`src/rtl/mem_access_unit.sv`:
```
// MEM-stage access unit: maps MIPS byte/halfword/word loads and stores onto a
// word-wide data memory, using a two-cycle read-modify-write for sh/sb.
module mem_access_unit #(
  parameter int ADDR_LSB_HI = 11,
  parameter int CNT_W       = 16
) (
  input  logic             clk,
  input  logic             reset,
  input  logic             req_valid,
  input  logic [2:0]       op,
  input  logic [31:0]      addr,
  input  logic [31:0]      wdata,
  input  logic [31:0]      dm_rdata,
  output logic [31:0]      dm_addr,
  output logic [31:0]      dm_wdata,
  output logic             dm_we,
  output logic [31:0]      load_data,
  output logic             stall,
  output logic             addr_err,
  output logic [CNT_W-1:0] rmw_count,
  output logic             dbg_state
);

  typedef enum logic {IDLE = 1'b0, WRITE = 1'b1} state_t;

  localparam logic [2:0] OP_LW  = 3'd0;
  localparam logic [2:0] OP_LH  = 3'd1;
  localparam logic [2:0] OP_LHU = 3'd2;
  localparam logic [2:0] OP_LB  = 3'd3;
  localparam logic [2:0] OP_LBU = 3'd4;
  localparam logic [2:0] OP_SW  = 3'd5;
  localparam logic [2:0] OP_SH  = 3'd6;
  localparam logic [2:0] OP_SB  = 3'd7;
  localparam logic [CNT_W-1:0] CNT_ONE = CNT_W'(1);

  state_t           state;
  logic [31:0]      mergeQ;
  logic [CNT_W-1:0] rmwCountQ;

  logic        misalign;
  logic        outOfRange;
  logic        reqErr;
  logic        isRmw;
  logic        startRmw;
  logic        loadOk;
  logic [31:0] merged;
  logic [15:0] halfSel;
  logic [7:0]  byteSel;

  assign dm_addr   = {addr[31:2], 2'b00};
  assign rmw_count = rmwCountQ;
  assign dbg_state = (state == WRITE);

  always_comb begin
    misalign = 1'b0;
    case (op)
      OP_LW, OP_SW:         misalign = (addr[1:0] != 2'b00);
      OP_LH, OP_LHU, OP_SH: misalign = addr[0];
      default:              misalign = 1'b0;
    endcase
  end

  assign outOfRange = |addr[31:ADDR_LSB_HI+1];
  assign reqErr     = req_valid & (misalign | outOfRange);
  assign isRmw      = (op == OP_SH) || (op == OP_SB);
  assign startRmw   = reset & req_valid & ~reqErr & isRmw & (state == IDLE);
  assign loadOk     = reset & req_valid & ~reqErr & (state == IDLE);

  // Insert the store lane into the word just read; the rest of the word is kept.
  always_comb begin
    merged = dm_rdata;
    if (op == OP_SH) merged[{addr[1], 4'b0000} +: 16] = wdata[15:0];
    else             merged[{addr[1:0], 3'b000} +: 8] = wdata[7:0];
  end

  assign halfSel = addr[1] ? dm_rdata[31:16] : dm_rdata[15:0];
  assign byteSel = dm_rdata[{addr[1:0], 3'b000} +: 8];

  always_comb begin
    load_data = 32'h0;
    if (loadOk) begin
      case (op)
        OP_LW:   load_data = dm_rdata;
        OP_LH:   load_data = {{16{halfSel[15]}}, halfSel};
        OP_LHU:  load_data = {16'h0, halfSel};
        OP_LB:   load_data = {{24{byteSel[7]}}, byteSel};
        OP_LBU:  load_data = {24'h0, byteSel};
        default: load_data = 32'h0;
      endcase
    end
  end

  // Handshake: stall is raised only in the read half of an RMW; dm_we only in
  // the write half or for sw, so the two never coincide.
  assign stall    = startRmw;
  assign addr_err = reset & reqErr;
  assign dm_we    = reset & req_valid &
                    ((state == WRITE) | ((state == IDLE) & ~reqErr & (op == OP_SW)));
  assign dm_wdata = (state == WRITE) ? mergeQ : wdata;

  always_ff @(posedge clk or negedge reset) begin
    if (!reset) begin
      state     <= IDLE;
      mergeQ    <= 32'h0;
      rmwCountQ <= '0;
    end else begin
      case (state)
        IDLE: begin
          if (startRmw) begin
            mergeQ <= merged;
            state  <= WRITE;
          end
        end
        WRITE: begin
          state <= IDLE;
          if (req_valid && (rmwCountQ != '1)) rmwCountQ <= rmwCountQ + CNT_ONE;
        end
        default: state <= IDLE;
      endcase
    end
  end

endmodule
```
`config.mk`:
```
export PLATFORM = sky130hd
export DESIGN_NAME = mem_access_unit
export DESIGN_NICKNAME = d
export VERILOG_FILES = /design/src/rtl/mem_access_unit.sv
export SDC_FILE = /design/constraint.sdc
export NUM_CORES = 1
export LEC_CHECK = 0
export CAP_MARGIN = 20
export CORE_AREA = 2 2 106 108
export CTS_CLUSTER_DIAMETER = 30
export DETAILED_ROUTE_END_ITERATION = 10
export DIE_AREA = 0 0 108 110
export PLACE_DENSITY = 0.8
export SLEW_MARGIN = 20
export SYNTH_ARGS = -nofsm -noshare
export SYNTH_HDL_FRONTEND = slang
export SYNTH_SLANG_ARGS = --single-unit
```
`constraint.sdc`:
```
create_clock -name clk -period 3.4 [get_ports clk]
set_clock_uncertainty 0.05 [all_clocks]
set_input_delay 0.68 -clock clk [delete_from_list [all_inputs] [get_ports clk]]
set_output_delay 0.68 -clock clk [all_outputs]
set_load 0.01 [all_outputs]
```
==> results.tsv <==
metric	value	unit
Pins Over Slew Limit	0	
CTS sink cnt	49	
Worst-path clk slew	0.10	ns
status	completed	
Synth top cells by count	a21oi_1, mux2_2, dfrtp_1	
Finished Layout Cells	798	
sequential area share after synthesis	28.6	%
crit end category	output pin	
Num CTS Buffers	5	
PortBufs	195	
Area Growth Syn to Fin	53.5	%
Max clock buf depth	2	
sw frac	30.7	%
R2R depth	5	
worst-margin pin slew	0.815	ns
top cell type's share of synthesized area	28.6	%
Crit path largest cell delay	0.51	ns
Switch Pwr	0.440	mW
first-pass GRT wire length	23100	microns
Hold Buf Count CTS	0	
drt via density	5.76	
EDFF count, synth	0	
Core Area	10700	sq um
number of synthesized register bits	49	
M2 GR Usage	41.3	%
kind of critical path	input pin to output pin	
Max IR drop VDD	0.169	mV
CTS tree	built	
1st-iter DRT viols	351	
Die W	108	microns
most used routing layer in global routing	met2	
Mapped Avg Cell Area	9.37	sq um
share of layout cells above drive strength 1	30.1	%
fillers	904	
die span in y	110	microns
YS warnings	0	
min-delay worst type	flip-flop to flip-flop	
Pint	0.995	mW
power share of the sequential group	40.6	%
Clk Tree Root Cell	clkbuf_8	
initial core utilization	40.0	%
clock share of power	25.2	%
Distinct cells, synth	54	
Max Freq	0.301	GHz
power density cells	218	nW/um^2
CP Data Required Time	2.67	ns
via count	4597	
Logic pwr share	34.2	%
wire length per cell	19.4	microns
DPL Wire Length	11600	microns
Crit Path Max Fanout	13	
crit path buf inv count	5	
Crit path max-delay family	buffers and inverters	
hold slack	0.443	ns
GP Congestion	0.930	
# setup viols final	0	
crit-path cells	clkdlybuf4s50_1 -> or4_1 -> nor2_1 -> buf_4 -> o2111ai_4 -> buf_6 -> buf_12 -> a21oi_1 -> buf_2	
Async S/R FF share, synth	100	%
startpoint types	input pin	
clk_lat worst skew	0.30	ns
Final ANT Viol Nets	0	
Max-slew headroom	44.9	%
static leakage	2.84	nW
Max Cap Viol	0	
DRC viols	0	
number of global-route vias before repair	4500	
GRT Residual Overflow	0	
Placed Cells	782	
crit path time final	3.32	ns
CP max stage cell	or4_1	
ys flop type	dfrtp_1	
Total GRT Usage	24.9	%
hold path cells	1	
Area contributors post-synth	dfrtp_1, mux2_2, a21oi_1	
WP depth	9	
Final Hold Fails	0	
Detailed Route WL	15500	microns
ant diodes	0	
Die Area	11900	sq um
GRT met3 Usage	3.47	%
layout net count	764	
arrival time worst endpoint	2.59	ns
Post-Syn Area	4280	sq um
largest net degree at the start of global routing	51	
GRT met1 Usage	33.6	%
I/O Pins	218	
FP Rows	38	
final worst-path cycle share	97.7	%
Syn Inst Count	457	
First-pass DRT Iterations	8	
cell taking the most area after synthesis	dfrtp_1	
initial antenna violation count	0	
H-tree levels	2	
state kept, by name, indices dropped and copies added (netlist names):
| name | cells |
|---|---|
| mergeQ | 32 |
| rmw_count | 16 |
| dbg_state | 1 |
per-stage QoR:
| step | setup WS [ns] | power (mW) | instance area, sq um | setup TNS, ns | utilization, % |
|---|---|---|---|---|---|
| after floorplan | 0.117 | 0.809 | 4290 | 0 | - |
| after global placement | -0.607 | 1.06 | 6440 | -22.20 | 60.2 |
| after detailed placement | -0.595 | 1.07 | 6440 | -21.90 | 60.2 |
| after CTS | 0.000121 | 1.43 | 6510 | 0 | 60.8 |
| after global routing | -0.0321 | 1.50 | 6570 | -0.0322 | 61.4 |
| final | 0.0793 | 1.43 | 6570 | 0 | 61.4 |
power by group through the flow:
stage	logic [mW]	registers [mW]	clock network (mW)
detailed placement	0.478	0.594	0
global route	0.520	0.582	0.395
floorplan	0.215	0.594	0
finish	0.490	0.582	0.362
global placement	0.470	0.594	0
CTS	0.478	0.582	0.374
worst paths after layout:
path,from,end,slack (ns)
worst max-delay path,addr[17],load_data[29],0.08
worst min-delay path,mergeQ[3]$_DFFE_PN0P_,mergeQ[3]$_DFFE_PN0P_,0.44
worst max register to register,dbg_state$_DFF_PN0_,mergeQ[11]$_DFFE_PN0P_,1.16
worst min register to register,mergeQ[3]$_DFFE_PN0P_,mergeQ[3]$_DFFE_PN0P_,0.44
max in group asynchronous,reset,dbg_state$_DFF_PN0_,2.37
min in group asynchronous,reset,rmw_count[7]$_DFFE_PN0P_,0.48
per-layer routing:
layer  part of all wire, %  routed length, microns
met5                     0                       0
met4                   2.9                     453
met3                   8.3                    1280
met2                    48                    7400
met1                    41                    6360
logic make-up after synthesis:
kind of cell             Yosys count  share of synthesized area [%]
XOR/XNOR                          13                           2.66
AND/OR/NAND/NOR                   85                           10.5
adder cells (fa/ha/maj)            5                           1.46
multiplexers                      92                           23.9
flip-flops                        49                           28.6
buffers and inverters             75                           10.3
AO/OA/AOI/OAI                    137                           22.5
other                              1                         0.0876
area by class of cell:
class                      instances  area, sq um  area share [%]
tap                              140          175            2.67
clock inverter                     3         21.3           0.324
sequential                        49         1230            18.7
clock buffer                       5         68.8            1.05
timing repair buffer             258         2290            34.8
inverter                           9         33.8           0.514
multi-input combinational        334         2760            42.0
cell usage in the layout, fill, tap and decap left out, types with 6 or more instances in the layout:
master | netlist | routed
clkdlybuf4s50_1 | 0 | 145
buf_4 | 34 | 56
mux2_2 | 51 | 51
dfrtp_1 | 49 | 49
a21oi_1 | 51 | 33
buf_2 | 8 | 33
nand2_1 | 30 | 30
mux2_1 | 21 | 21
mux2i_1 | 19 | 19
a221oi_1 | 16 | 16
a21oi_2 | 0 | 15
o21a_1 | 11 | 11
inv_1 | 9 | 9
a31oi_1 | 10 | 9
nor2_1 | 12 | 8
o21ai_0 | 8 | 8
a22o_1 | 8 | 8
a22oi_1 | 8 | 8
a222oi_1 | 7 | 7
xnor2_1 | 7 | 7
buf_6 | 3 | 7
nor3_1 | 7 | 6
xor2_1 | 6 | 6
what timing repair did:
item | CTS | global route
gates cloned | 1 | 0
resized for setup | 167 | 33
buffers inserted | 8 | 0
endpoints found under the setup margin | 35 | 34
pin swaps | 5 | 7
No activity file was read; power rests on OpenSTA's default activity.
